<file path="src/rtl/cpu_pkg.sv">
// Shared CPU-side constants for the register-file writeback path.
package cpu_pkg;
   localparam int DATA_W    = 32;
   localparam int ADDR_W    = 5;
   localparam int REG_COUNT = 2 ** ADDR_W;

   localparam logic REQ_ALU = 1'b0;
   localparam logic REQ_MEM = 1'b1;
endpackage

</file>
<file path="src/rtl/reg_wb_arbiter_if.sv">
// Writeback requesters, decode hazard probe and register-file write port bundle.
interface reg_wb_arbiter_if #(
   parameter int DATA_W = cpu_pkg::DATA_W,
   parameter int ADDR_W = cpu_pkg::ADDR_W
) ();
   logic              req0_valid;
   logic [ADDR_W-1:0] req0_addr;
   logic [DATA_W-1:0] req0_data;
   logic              req0_ready;
   logic              req1_valid;
   logic [ADDR_W-1:0] req1_addr;
   logic [DATA_W-1:0] req1_data;
   logic              req1_ready;
   logic              issue_valid;
   logic [ADDR_W-1:0] issue_rd;
   logic [ADDR_W-1:0] chk_r1;
   logic [ADDR_W-1:0] chk_r2;
   logic              busy1;
   logic              busy2;
   logic [ADDR_W-1:0] write_reg;
   logic [DATA_W-1:0] write_d;
   logic              reg_write;
   logic              sb_err;

   modport slave (
      input  req0_valid, req0_addr, req0_data,
      input  req1_valid, req1_addr, req1_data,
      input  issue_valid, issue_rd, chk_r1, chk_r2,
      output req0_ready, req1_ready, busy1, busy2,
      output write_reg, write_d, reg_write, sb_err
   );

   modport master (
      output req0_valid, req0_addr, req0_data,
      output req1_valid, req1_addr, req1_data,
      output issue_valid, issue_rd, chk_r1, chk_r2,
      input  req0_ready, req1_ready, busy1, busy2,
      input  write_reg, write_d, reg_write, sb_err
   );
endinterface

</file>
<file path="src/rtl/reg_wb_arbiter_rr_arb2.sv">
// Two-way round-robin grant; the grant is combinational, last_grant is the only state.
//   state    | meaning
//   LAST_ALU | requester 0 won most recently, requester 1 wins the next tie
//   LAST_MEM | requester 1 won most recently (reset), requester 0 wins the next tie
module rr_arb2
   import cpu_pkg::*;
(
   input  logic       clk,
   input  logic       rst_n,
   input  logic [1:0] req,
   output logic [1:0] gnt
);
   localparam logic [0:0] LAST_ALU = REQ_ALU;
   localparam logic [0:0] LAST_MEM = REQ_MEM;

   logic [0:0] last_grant;

   always_comb begin
      gnt = 2'b00;
      case (req)
         2'b01:   gnt = 2'b01;
         2'b10:   gnt = 2'b10;
         2'b11:   gnt = (last_grant == LAST_MEM) ? 2'b01 : 2'b10;
         default: gnt = 2'b00;
      endcase
   end

   // Every grant is a completed transfer because the requester is already valid.
   always_ff @(posedge clk or negedge rst_n) begin
      if (!rst_n) begin
         last_grant <= LAST_MEM;
      end else if (gnt[0]) begin
         last_grant <= LAST_ALU;
      end else if (gnt[1]) begin
         last_grant <= LAST_MEM;
      end
   end
endmodule

</file>
<file path="src/rtl/reg_wb_arbiter.sv">
// Shares the register-file write port between ALU and load writebacks and tracks
// pending destination registers so decode can see RAW hazards.
module reg_wb_arbiter
   import cpu_pkg::*;
(
   input  logic               clk,
   input  logic               rst_n,
   reg_wb_arbiter_if.slave    bus
);
   logic [1:0]           gnt;
   logic                 accept;
   logic [ADDR_W-1:0]    acc_addr;
   logic [DATA_W-1:0]    acc_data;
   logic [REG_COUNT-1:0] pending;
   logic [REG_COUNT-1:0] pending_nxt;
   logic [ADDR_W-1:0]    write_reg_q;
   logic [DATA_W-1:0]    write_d_q;
   logic                 reg_write_q;
   logic                 sb_err_q;

   rr_arb2 u_arb (
      .clk   (clk),
      .rst_n (rst_n),
      .req   ({bus.req1_valid, bus.req0_valid}),
      .gnt   (gnt)
   );

   assign bus.req0_ready = gnt[0];
   assign bus.req1_ready = gnt[1];
   assign accept         = |gnt;
   assign acc_addr       = gnt[1] ? bus.req1_addr : bus.req0_addr;
   assign acc_data       = gnt[1] ? bus.req1_data : bus.req0_data;

   // Set is applied after clear so a re-issue in the commit cycle stays outstanding.
   always_comb begin
      pending_nxt = pending;
      if (accept) begin
         pending_nxt[acc_addr] = 1'b0;
      end
      if (bus.issue_valid && (bus.issue_rd != '0)) begin
         pending_nxt[bus.issue_rd] = 1'b1;
      end
   end

   always_ff @(posedge clk or negedge rst_n) begin
      if (!rst_n) begin
         pending     <= '0;
         write_reg_q <= '0;
         write_d_q   <= '0;
         reg_write_q <= 1'b0;
         sb_err_q    <= 1'b0;
      end else begin
         pending     <= pending_nxt;
         reg_write_q <= accept;
         if (accept) begin
            write_reg_q <= acc_addr;
            write_d_q   <= acc_data;
         end
         if (accept && (acc_addr != '0) && !pending[acc_addr]) begin
            sb_err_q <= 1'b1;
         end
      end
   end

   assign bus.write_reg = write_reg_q;
   assign bus.write_d   = write_d_q;
   assign bus.reg_write = reg_write_q;
   assign bus.sb_err    = sb_err_q;
   assign bus.busy1     = (bus.chk_r1 != '0) && pending[bus.chk_r1];
   assign bus.busy2     = (bus.chk_r2 != '0) && pending[bus.chk_r2];
endmodule

</file>
<file path="src/flat_wrapper.sv">
// flat-port wrapper written by rule: the top's interface ports become plain ports
module reg_wb_arbiter_flat import cpu_pkg::*;
  (clk, rst_n, bus_req0_valid, bus_req0_addr, bus_req0_data, bus_req1_valid, bus_req1_addr, bus_req1_data, bus_issue_valid, bus_issue_rd, bus_chk_r1, bus_chk_r2, bus_req0_ready, bus_req1_ready, bus_busy1, bus_busy2, bus_write_reg, bus_write_d, bus_reg_write, bus_sb_err);
  reg_wb_arbiter_if bus_i ();
  input  logic clk;
  input  logic rst_n;
  input wire logic [$bits(bus_i.req0_valid)-1:0] bus_req0_valid;
  input wire logic [$bits(bus_i.req0_addr)-1:0] bus_req0_addr;
  input wire logic [$bits(bus_i.req0_data)-1:0] bus_req0_data;
  input wire logic [$bits(bus_i.req1_valid)-1:0] bus_req1_valid;
  input wire logic [$bits(bus_i.req1_addr)-1:0] bus_req1_addr;
  input wire logic [$bits(bus_i.req1_data)-1:0] bus_req1_data;
  input wire logic [$bits(bus_i.issue_valid)-1:0] bus_issue_valid;
  input wire logic [$bits(bus_i.issue_rd)-1:0] bus_issue_rd;
  input wire logic [$bits(bus_i.chk_r1)-1:0] bus_chk_r1;
  input wire logic [$bits(bus_i.chk_r2)-1:0] bus_chk_r2;
  output wire logic [$bits(bus_i.req0_ready)-1:0] bus_req0_ready;
  output wire logic [$bits(bus_i.req1_ready)-1:0] bus_req1_ready;
  output wire logic [$bits(bus_i.busy1)-1:0] bus_busy1;
  output wire logic [$bits(bus_i.busy2)-1:0] bus_busy2;
  output wire logic [$bits(bus_i.write_reg)-1:0] bus_write_reg;
  output wire logic [$bits(bus_i.write_d)-1:0] bus_write_d;
  output wire logic [$bits(bus_i.reg_write)-1:0] bus_reg_write;
  output wire logic [$bits(bus_i.sb_err)-1:0] bus_sb_err;
  assign bus_i.req0_valid = bus_req0_valid;
  assign bus_i.req0_addr = bus_req0_addr;
  assign bus_i.req0_data = bus_req0_data;
  assign bus_i.req1_valid = bus_req1_valid;
  assign bus_i.req1_addr = bus_req1_addr;
  assign bus_i.req1_data = bus_req1_data;
  assign bus_i.issue_valid = bus_issue_valid;
  assign bus_i.issue_rd = bus_issue_rd;
  assign bus_i.chk_r1 = bus_chk_r1;
  assign bus_i.chk_r2 = bus_chk_r2;
  assign bus_req0_ready = bus_i.req0_ready;
  assign bus_req1_ready = bus_i.req1_ready;
  assign bus_busy1 = bus_i.busy1;
  assign bus_busy2 = bus_i.busy2;
  assign bus_write_reg = bus_i.write_reg;
  assign bus_write_d = bus_i.write_d;
  assign bus_reg_write = bus_i.reg_write;
  assign bus_sb_err = bus_i.sb_err;
  reg_wb_arbiter u_core (.clk(clk), .rst_n(rst_n), .bus(bus_i));
endmodule
</file>
<file path="config.mk">
export PLATFORM = sky130hd
export DESIGN_NAME = reg_wb_arbiter_flat
export DESIGN_NICKNAME = d
export VERILOG_FILES = /design/src/rtl/cpu_pkg.sv /design/src/rtl/reg_wb_arbiter_if.sv /design/src/rtl/reg_wb_arbiter_rr_arb2.sv /design/src/rtl/reg_wb_arbiter.sv /design/src/flat_wrapper.sv
export SDC_FILE = /design/constraint.sdc
export NUM_CORES = 1
export LEC_CHECK = 0
export ABC_AREA = 1
export CAP_MARGIN = 30
export CORE_ASPECT_RATIO = 0.9
export CORE_MARGIN = 2
export CORE_UTILIZATION = 47
export DETAILED_ROUTE_END_ITERATION = 10
export PLACE_DENSITY = 0.82
export SKIP_CTS_REPAIR_TIMING = 1
export SLEW_MARGIN = 15
export SYNTH_ARGS = -nofsm -noshare
export SYNTH_HDL_FRONTEND = slang
export SYNTH_SLANG_ARGS = --single-unit
</file>
<file path="constraint.sdc">
create_clock -name clk -period 2.7 [get_ports clk]
set_clock_uncertainty 0.05 [all_clocks]
set_input_delay 0.81 -clock clk [delete_from_list [all_inputs] [get_ports clk]]
set_output_delay 0.81 -clock clk [all_outputs]
set_load 0.03 [all_outputs]
</file>
==> results of run 1 <==
-- per-stage QoR --
step           setup WS, ns  std cells  cell area (µm²)  util, %
2_1_floorplan       0.01974        590             4184        -
3_3_place_gp        -0.4309        850             5846    67.91
3_5_place_dp        -0.4645        850             5846    67.91
4_1_cts             -0.4685        866             6112    71.00
5_1_grt             -0.1791        874             6392    74.26
6_report           -0.09111        874             6392    74.26
-- layout make-up --
| cell class | instances | area, µm² | area share (%) |
|---|---|---|---|
| Timing Repair Buffer | 174 | 1886 | 29.50 |
| Multi-Input combinational cell | 449 | 2123 | 33.22 |
| Sequential cell | 72 | 1803 | 28.21 |
| Clock inverter | 7 | 142.6 | 2.231 |
| Tap cell | 119 | 148.9 | 2.329 |
| Inverter | 44 | 165.2 | 2.584 |
| Clock buffer | 9 | 123.9 | 1.938 |
-- routing by layer --
metal	share of wire [%]	wire, µm	up-vias
met5	0	0	-
li1	-	-	2257
met2	46	6734	272
met3	8.9	1307	51
met4	3.5	516	0
met1	42	6200	2227
-- cell usage in the layout (no fill, tap or decap), types with 2 or more instances in the layout --
cell type / n
nand2_1: 205
clkdlybuf4s50_1: 122
o21ai_0: 75
dfrtp_1: 71
nand3_1: 65
inv_1: 38
o21ai_1: 26
nor2_1: 24
buf_4: 22
o211ai_1: 10
a21oi_1: 10
clkbuf_8: 9
buf_6: 9
nand3_2: 7
clkbuf_16: 7
buf_12: 7
nand2_2: 6
inv_2: 6
a21oi_2: 5
dlymetal6s2s_1: 5
o21ai_2: 4
bufinv_16: 4
nand2_4: 3
nor2_2: 3
nand3b_1: 2
-- cell families (layout without fill, tap and decap cells) --
group | after synthesis | after routing | share of synthesized area, %
AOI/OAI and AO/OA | 133 | 133 | 16.81
buffers and inverters | 69 | 234 | 7.192
DFF | 72 | 72 | 43.18
and+or+nand+nor | 316 | 316 | 32.81
-- power groups by stage --
stage	clock [mW]	combinational, mW	sequential (mW)
6_report	1.14	1.24	1.53
5_1_grt	1.19	1.36	1.54
4_1_cts	1.15	1.16	1.51
3_5_place_dp	0	1.15	1.53
3_3_place_gp	0	1.13	1.52
2_1_floorplan	0	0.533	1.55
-- worst max path at each step --
stage | from | endpoint | depth (start not counted)
4_1_cts | bus_chk_r2[0] | bus_busy2 | 10
2_1_floorplan | bus_chk_r1[1] | bus_busy1 | 8
6_report | bus_chk_r2[0] | bus_busy2 | 10
5_1_grt | bus_chk_r2[0] | bus_busy2 | 10
3_5_place_dp | bus_chk_r2[0] | bus_busy2 | 10
3_3_place_gp | bus_chk_r1[0] | bus_busy1 | 10
-- critical path, stage by stage --
cell and delay [ns]:
buf_6 0.12, clkbuf_16 0.15, a21oi_2 0.12, o21ai_1 0.07, o21ai_1 0.10, nand3_1 0.11
nand3_1 0.09, nand2_1 0.07, o21ai_2 0.15, buf_6 0.15
==> results.md, run 1 <==
- Number of synthesized flops with an enable pin: 0
- Boundary Pins: 137
- Crit start category: input port
- Synthesized area: about 4200 µm²
- Port buffer count: 136
- Sequential group share of total power: approximately two fifths
- Fin crit period: between 2 and 3 ns
- Final period utilization: 103.4%
- Largest net degree at the start of global routing: 44
- Max-cap violations: 0
- Mapped Nets: approximately 700
- Logic pwr share: between 30% and 40%
- Status: finished with violations
- NetSw: between 1 and 1.5 mW
- WHS: about 0.34 ns
- Die Ht: between 90 and 100 µm
- CTS Sinks: just over 70
- Worst VDD drop: 0.3940 mV
- H-tree depth: 3
- Via count: roughly 4800
- Slew HR: 71.75%
- Endpoints failing setup: 2
- CTS root buffer: clkbuf_8
- Critical path capture point type: output pin
- Critical path peak fanout: 8
- CTS clk-pin slew, worst paths: ~0.080 ns
- DRT iter0 DRCs: a little under 400
- Failing checks: negative setup slack
- Internal Pwr Total: approximately 2.5 mW
- Via density per instance: about 5.5
- Crit Path Class: in2out
- Filler Cell Count: 635
- Main synth FF type: dfrtp_1
- Max Slew Vio Count: 0
- Total routed wirelength: between 10000 and 15000 µm
- Clk Latency, worst-skew pair: 0.35 ns
- Number of global-route vias before repair: approximately 4600
- First-pass GRT wire length: about 23000 µm
- Met1 usage: about 43%
- Hold crit path type: in2async
- Antenna violations before repair: 0
- Initial Util: around half
- R2R depth: 9
- Cell count after synthesis: just under 600
- Nets@finish: between 800 and 900
- Synthesized flop and latch total: 72
- Diode count: 0
- Clock buffer depth: 2
- Post-synth ARST share: 100.0%
- Achievable frequency: 358.3 MHz
- Synth area leader: dfrtp_1
- Seq/Total Area, Yosys: a little over two fifths
- DRT antenna net count: 0
- Worst EP arrival: about 1.9 ns
- Hold Fails Final Rpt: 0
- Die Area: 9654 µm²
- Synth unique cells: 25
- Clock power share: between 20% and 30%
- GRT Util Overall: roughly 31%
- HPWL after DPL: approximately 11000 µm
- GR met2 Demand/Resource: 46.45%
- R2R Setup Slk: 0.74 ns
- Lkg Pwr: a little under 3 nW
- GP Congestion: between 1 and 1.5
- RR Startpoint: u_core.u_arb.last_grant
- Count leader, synth: nand2_1
- CTS tree: built
- Num CTS Buffers: 9
- RSZ-0062 raised after global routing: yes
- Pwr Total: 3.912 mW
- Main area contributors after synthesis: dfrtp_1 (43%), nand2_1 (19%), o21ai_0 (11%)
- Layout area overhead: 53.10%
- Yosys warns: 0
- Drt drc: 0
- Cell Pwr Density: between 600 and 700 nW/µm²
- Final worst slack: -0.09111 ns
- Post-synth top area share: between 40% and 50%
- Total overflow reported by the global router: 0
- GR Util met3: roughly 6.6%
- Sw Share: roughly a third
- Post-DR wirelength/cell: 16.89 µm
- Num rows: 32
- Chip width: between 100 and 150 µm
- Worst slew pin tran: between 0.4 and 0.5 ns
- Initial DRT Pass Iterations: 4
- CORE AREA: between 8000 and 9000 µm²
- Layout cells sized above 1: around 13%
- Gr busiest metal: met2
- Setup tns final: -0.1821 ns
- Worst path required time: between 1.5 and 2 ns
- Post-synth top cells: nand2_1 (207), o21ai_0 (89), dfrtp_1 (71), nand3_1 (65), inv_1 (43)
- Reg2reg end: u_core.pending[7]
- Syn avg cell area: approximately 7.1 µm²
Note: power is estimated with default switching activity, not from simulation.
==> inputs of run 2 (changes only) <==
==> constraint.sdc (replaced) <==
create_clock -name clk -period 2.7 [get_ports clk]
set_clock_uncertainty 0.05 [all_clocks]
set_input_delay 0.54 -clock clk [delete_from_list [all_inputs] [get_ports clk]]
set_output_delay 0.54 -clock clk [all_outputs]
set_load 0.03 [all_outputs]
==> run 2 against run 1 <==
Net effect: the run now ends clean; sequential power barely moved; sequential cell count unchanged; setup slack improved by 0.21 ns; die area is the same; clock power down 15%; worst hold slack worse by 0.19 ns; first-iteration DRC count fell by 3.6%; critical path depth unchanged; combinational power is 9% lower; non-clock buffer count fell by 26; maximum frequency up 8.3%; largest cell class unchanged; highest routed layer unchanged.
==> results.md, run 2 (same netlist as run 1, synthesis figures left out) <==
- CTS root buffer: clkbuf_8
- Via count: 4607 (-4.2%)
- Critical path peak fanout: 30 (+22)
- Drt drc: 0 (unchanged)
- Register Area: 1803 µm² (unchanged)
- Initial DRT Pass Iterations: 5 (+1)
- Endpoints failing setup: 0 (-2)
- Clock power share: 26.9% (-2.3 points)
- CORE AREA: 8608 µm² (unchanged)
- Cell Count, Final, Fillers Out: 848 (-3.0%)
- Lkg Pwr: 2.706 nW (-8.5%)
- Beginning of the critical path: bus_chk_r2[0]
- Hold Fails Final Rpt: 0 (unchanged)
- Status: completed
- DRT antenna net count: 0 (unchanged)
- Antenna violations before repair: 0 (unchanged)
- Worst EP arrival: 1.99 ns (+0.06 ns)
- Commonest non-fill, non-tap cell in the layout: nand2_1
- Total overflow reported by the global router: 0 (unchanged)
- Largest net degree at the start of global routing: 73 (+66%)
- H-tree depth: 3 (unchanged)
- Area after DPL: 5684 µm² (-2.8%)
- Worst path required time: 2.11 ns (+0.27 ns)
- Num CTS Buffers: 9 (unchanged)
- Max Slew Vio Count: 0 (unchanged)
- Worst slew pin tran: 0.4276 ns (+0.003926 ns)
- R2R depth: 7 (-2)
- Total routed wirelength: 13200 µm (-11%)
- Hold crit path type: in2async
- First-pass GRT wire length: 21740 µm (-4.4%)
- Logic pwr share: 31.3% (-0.4 points)
- Num rows: 32 (unchanged)
- Slew HR: 71.49% (-0.26 points)
- Boundary Pins: 137 (unchanged)
- GP Congestion: 0.9054 (-15%)
- Layout cells sized above 1: 7.819% (-5.6 points)
- Multi-input logic area: 2083 µm² (-1.9%)
- Via density per instance: 5.433 (-1.2%)
- Nets@finish: 818 (-3.1%)
- DRT iter0 DRCs: 373 (-3.6%)
- Fin crit period: 2.578 ns (-0.2135 ns)
- Sequential group share of total power: 41.7% (+2.6 points)
- WHS: 0.1502 ns (-0.1910 ns)
- Port buffer count: 136 (unchanged)
- Layout area overhead: 42.49%
- Pwr Total: 3.606 mW (-7.8%)
- Inst Count DP: 831 (-2.2%)
- RR Startpoint: u_core.u_arb.last_grant
- GRT Util Overall: 29.02% (-1.6 points)
- Number of global-route vias before repair: 4469 (-2.6%)
- CTS Sinks: 72 (unchanged)
- HPWL after DPL: 10090 µm (-4.5%)
- Commonest non-fill, non-tap cells in the layout: nand2_1 (207), clkdlybuf4s50_1 (130), o21ai_0 (87), dfrtp_1 (71), nand3_1 (65)
- Die Area: 9654 µm² (unchanged)
- Critical path capture point type: output pin
- Initial Util: 48.50% (unchanged)
- Worst VDD drop: 0.4083 mV (+3.6%)
- RSZ-0062 raised after global routing: yes
- Internal Pwr Total: 2.292 mW (-9.5%)
- Diode count: 0 (unchanged)
- Cell Pwr Density: 606.0 nW/µm² (-0.96%)
- Post-DR wirelength/cell: 15.57 µm (-7.8%)
- R2R Setup Slk: 0.68 ns (-0.06 ns)
- Post-layout instance area: 5949 µm² (-6.9%)
- Clock buffer depth: 2 (unchanged)
- NetSw: 1.314 mW (-4.7%)
- Reg2reg end: u_core.pending[14]
- Clk Latency, worst-skew pair: 0.35 ns (about the same)
- Achievable frequency: 388.0 MHz (+8.3%)
- CTS clk-pin slew, worst paths: 0.09 ns (about the same)
- Final period utilization: 95.47% (-7.9 points)
- CTS tree: built
- Sw Share: 36.44% (+1.2 points)
- Crit path capture: bus_busy2
- Crit Path Class: in2out
- Filler Cell Count: 704 (+11%)
- Crit start category: input port
- Die Ht: 93.42 µm (unchanged)
- Chip width: 103.4 µm (unchanged)
- Max-cap violations: 0 (unchanged)
## run 2: changes by cell type in the layout (fill, tap and decap cells not counted), sizes merged
cell and delta:
clkinvlp +1, clkdlybuf4s50 +8, buf -24, dlymetal6s2s -4, bufinv -2, clkbuf -6
clkinv +1
## run 2: per-stage QoR
step / utilization, % / TNS [ns] / setup WS [ns]
final: 69.11 / 0 / 0.1224
after global routing: 69.11 / -0.001343 / -0.001343
after CTS: 68.66 / 0 / 0.01986
after detailed placement: 66.03 / 0 / 0.02746
after global placement: 66.03 / 0 / 0.04793
after floorplan: - / 0 / 0.2265
## run 2: how the worst min path moves through the flow
stage / from / end / slack, ns / cells after the start
floorplan: rst_n / u_core.bus.reg_write / 0.19 / 0
detailed placement: u_core.bus.sb_err / u_core.bus.sb_err / 0.41 / 2
global placement: u_core.bus.sb_err / u_core.bus.sb_err / 0.40 / 2
CTS: rst_n / u_core.bus.write_d[11] / 0.17 / 2
finish: rst_n / u_core.bus.write_d[6] / 0.15 / 2
global route: rst_n / u_core.bus.write_d[6] / 0.16 / 2
## run 2: layer usage
layer | GRT usage, % | part of all wire (%)
met5 | 0 | 0
met4 | 8.553 | 2.5
met2 | 45.38 | 46
met3 | 6.278 | 9.4
met1 | 40.38 | 42
## run 2: critical path, cell delays in order
cell	delay (ns)
clkdlybuf4s50_1	0.51
buf_12	0.17
inv_1	0.08
nor2_1	0.08
o21ai_0	0.08
o211ai_1	0.15
nand2_1	0.07
nand2_1	0.07
o21ai_2	0.06
buf_4	0.16
## run 2: final cells by class
class | count | share of cell area, %
inverter | 44 | 2.839
sequential | 72 | 30.30
clock inverter | 7 | 1.724
multi-input combinational | 449 | 35.02
timing repair buffer | 148 | 25.53
tap | 119 | 2.503
clock buffer | 9 | 2.082
## run 2: power groups by stage
stage                     logic, mW  clock network (mW)  registers, mW
after floorplan               0.530                   0           1.55
after global placement         1.08                   0           1.50
after detailed placement       1.11                   0           1.51
after CTS                      1.11               0.980           1.49
after global routing           1.25                1.03           1.52
final                          1.13               0.971           1.51
==> inputs of run 3 (changes only) <==
--- a/config.mk
+++ b/config.mk
@@ -5,13 +5,14 @@
 export SDC_FILE = /design/constraint.sdc
 export NUM_CORES = 1
 export LEC_CHECK = 0
-export ABC_AREA = 1
+export ABC_AREA = 0
 export CAP_MARGIN = 30
 export CORE_ASPECT_RATIO = 0.9
 export CORE_MARGIN = 2
 export CORE_UTILIZATION = 47
 export DETAILED_ROUTE_END_ITERATION = 10
-export PLACE_DENSITY = 0.82
+export PLACE_DENSITY = 0.81
+export REMOVE_ABC_BUFFERS = 1
 export SKIP_CTS_REPAIR_TIMING = 1
 export SLEW_MARGIN = 15
 export SYNTH_ARGS = -nofsm -noshare
==> run 3 against run 2 <==
Net effect: the run now ends with negative setup slack left; combinational power up 50%; die area is 4.1% higher; design area grew 9.5%; first-iteration DRC count up 20%; via count increased by 1.6%; sequential share of layout area decreased by 3.0 points; area after synthesis up 4.3%; core utilization up 2.9 points; clock power shrank 13%; setup slack worse by 0.24 ns; largest power group is now combinational cells.
==> results.md, run 3 <==
- Final worst slack: -0.1171 ns (-0.2396 ns)
- Count leader, synth: dfrtp_1
- Worst VDD drop: 0.3126 mV (-23%)
- Number of synthesized flops with an enable pin: 0 (unchanged)
- Boundary Pins: 137 (unchanged)
- DRT antenna net count: 0 (unchanged)
- Failing checks: negative setup slack
- Post-synth top area share: 40.22% (-2.3 points)
- Synth area leader: dfrtp_1
- Layout cells sized above 1: 20.87% (+13 points)
- Pwr Total: 4.019 mW (+11%)
- R2R depth: 7 (unchanged)
- Via density per instance: 6.128 (+13%)
- Num rows: 33 (+3.1%)
- Post-DR wirelength/cell: 19.95 µm (+28%)
- Clk Latency, worst-skew pair: 0.37 ns (+0.02 ns)
- RR Startpoint: u_core.u_arb.last_grant
- Crit start category: register
- Met1 usage: 37.57% (-2.8 points)
- Post-layout instance area: 6516 µm² (+9.5%)
- Nets@finish: 731 (-11%)
- Critical path capture point type: output pin
- GR met2 Demand/Resource: 49.95% (+4.6 points)
- Port buffer count: 136 (unchanged)
- Synthesized area: 4355 µm² (+4.3%)
- Chip width: 105.5 µm (+2.1%)
- HPWL after DPL: 11260 µm (+12%)
- Beginning of the critical path: u_core.pending[19]
- DRT iter0 DRCs: 448 (+20%)
- GRT Util Overall: 30.74% (+1.7 points)
- Achievable frequency: 355.0 MHz (-8.5%)
- Largest net degree at the start of global routing: 72 (-1.4%)
- CTS clk-pin slew, worst paths: 0.09 ns (about the same)
- Layout area overhead: 49.61%
- Endpoints failing setup: 2 (+2)
- Initial DRT Pass Iterations: 5 (unchanged)
- Num CTS Buffers: 9 (unchanged)
- Post-synth top cells: dfrtp_1 (70), o21ai_0 (67), nor2_1 (65), o22ai_1 (33)
- Worst path required time: 2.11 ns (about the same)
- Status: finished with violations
- Multi-input logic area: 2351 µm² (+13%)
- Worst slew pin tran: 0.5637 ns (+0.1361 ns)
- Main area contributors after synthesis: dfrtp_1 (40%), mux4_2 (12%), o21ai_0 (7.7%)
- H-tree depth: 3 (unchanged)
- Number of global-route vias before repair: 4683 (+4.8%)
- Pre-CTS WS: -0.9663 ns (-0.9937 ns)
- First-pass GRT wire length: 23730 µm (+9.1%)
- Synth unique cells: 46 (+84%)
- Main synth FF type: dfrtp_1
- Total overflow reported by the global router: 0 (unchanged)
- Max Slew Vio Count: 0 (unchanged)
- Slew HR: 62.02% (-9.5 points)
- Filler Cell Count: 608 (-14%)
- Area after DPL: 6237 µm² (+9.7%)
- Reg2reg end: u_core.pending[24]
- CTS Sinks: 71 (-1.4%)
- Setup tns final: -0.2201 ns (-0.2201 ns)
- Yosys warns: 0 (unchanged)
- Cell count after synthesis: 456 (-23%)
- RSZ-0062 raised after global routing: yes
- Total routed wirelength: 15240 µm (+15%)
- Critical path peak fanout: 4 (-87%)
- Die Ht: 95.33 µm (+2.0%)
- CTS tree: built
- Hold crit path type: in2async
- Post-synth ARST share: 100.0% (unchanged)
- Register Area: 1780 µm² (-1.2%)
- Seq/Total Area, Yosys: 40.82% (-2.4 points)
- CTS root buffer: clkbuf_8
- Die Area: 10050 µm² (+4.1%)
- Cell Pwr Density: 616.7 nW/µm² (+1.8%)
- Drt drc: 0 (unchanged)
- Crit Path Class: reg2out
- Commonest non-fill, non-tap cells in the layout: clkdlybuf4s50_1 (127), dfrtp_1 (68), o21ai_0 (67), buf_4 (67), nor2_1 (65)
- Clock buffer depth: 2 (unchanged)
- Max-cap violations: 0 (unchanged)
- Initial Util: 48.17% (-0.34 points)
- Hold Fails Final Rpt: 0 (unchanged)
- Commonest non-fill, non-tap cell in the layout: clkdlybuf4s50_1
- Gr busiest metal: met2
- Worst EP arrival: 2.23 ns (+0.24 ns)
- Antenna violations before repair: 0 (unchanged)
- Final period utilization: 104.3% (+8.9 points)
- Fin crit period: 2.817 ns (+0.2396 ns)
- GR Util met3: 8.407% (+2.1 points)
- GP Congestion: 1.037 (+15%)
- Via count: 4682 (+1.6%)
- Diode count: 0 (unchanged)
- Syn avg cell area: 9.551 µm² (+35%)
- CORE AREA: 9042 µm² (+5.0%)
- WHS: 0.1385 ns (-0.01162 ns)
- Lkg Pwr: 2.725 nW (+0.71%)
- Synthesized flop and latch total: 71 (-1.4%)
- R2R Setup Slk: 0.32 ns (-0.36 ns)
- Max reg flops: 32
run 3: cell count changes after synthesis, moves of 8 or more:
cell,change
a31oi_1,+15
clkbuf_1,+10
inv_1,-26
mux2_2,+8
mux2i_1,+22
mux4_2,+23
nand2_1,-187
nand3_1,-59
nor2_1,+39
o211ai_1,-10
o21ai_0,-22
o21ai_1,-14
o22ai_1,+33
run 3: worst max-delay path: stages (launching register included):
cell     delay, ns
dfrtp_1       0.46
mux4_2        0.50
mux4_2        0.46
mux2_4        0.28
buf_6         0.14
run 3: report_power, final:
part	switching [mW]	internal [mW]	leakage, nW
combinational	0.817	0.871	1.80
clock	0.482	0.362	0.0999
sequential	0.215	1.27	0.828
total	1.52	2.50	2.72
run 3: cell families after synthesis:
logic type / synth area share (%)
compound gates: 21.00
buf+inv: 5.286
flops: 40.82
mux: 19.02
simple gates: 13.88
run 3: worst max-delay path by stage:
stage	endpoint	slack (ns)	depth (start not counted)
global route	bus_busy2	-0.15	4
finish	bus_busy1	-0.12	4
floorplan	u_core.bus.sb_err	-0.07	6
detailed placement	bus_busy1	-0.97	6
CTS	bus_busy1	-1.0	6
global placement	bus_busy2	-0.89	6
run 3: area by class of cell:
class	count	area share, %
multi-input cells	331	36.08
repair buffers	206	30.22
flip-flops and latches	71	27.32
well taps	122	2.343
clock buffers	9	1.901
clock inverters	7	1.094
inverters	18	1.037
run 3: metrics by stage:
stage / instances / util, %
2_1_floorplan: 420 / -
4_1_cts: 759 / 71.14
6_report: 764 / 72.06
5_1_grt: 764 / 72.06
3_3_place_gp: 743 / 68.98
3_5_place_dp: 743 / 68.98
run 3: routing by layer:
metal,share of wire [%],vias to the layer above
li1,-,2071
met1,38,2230
met2,48,298
met3,8.9,83
met4,5.0,0
met5,0,-
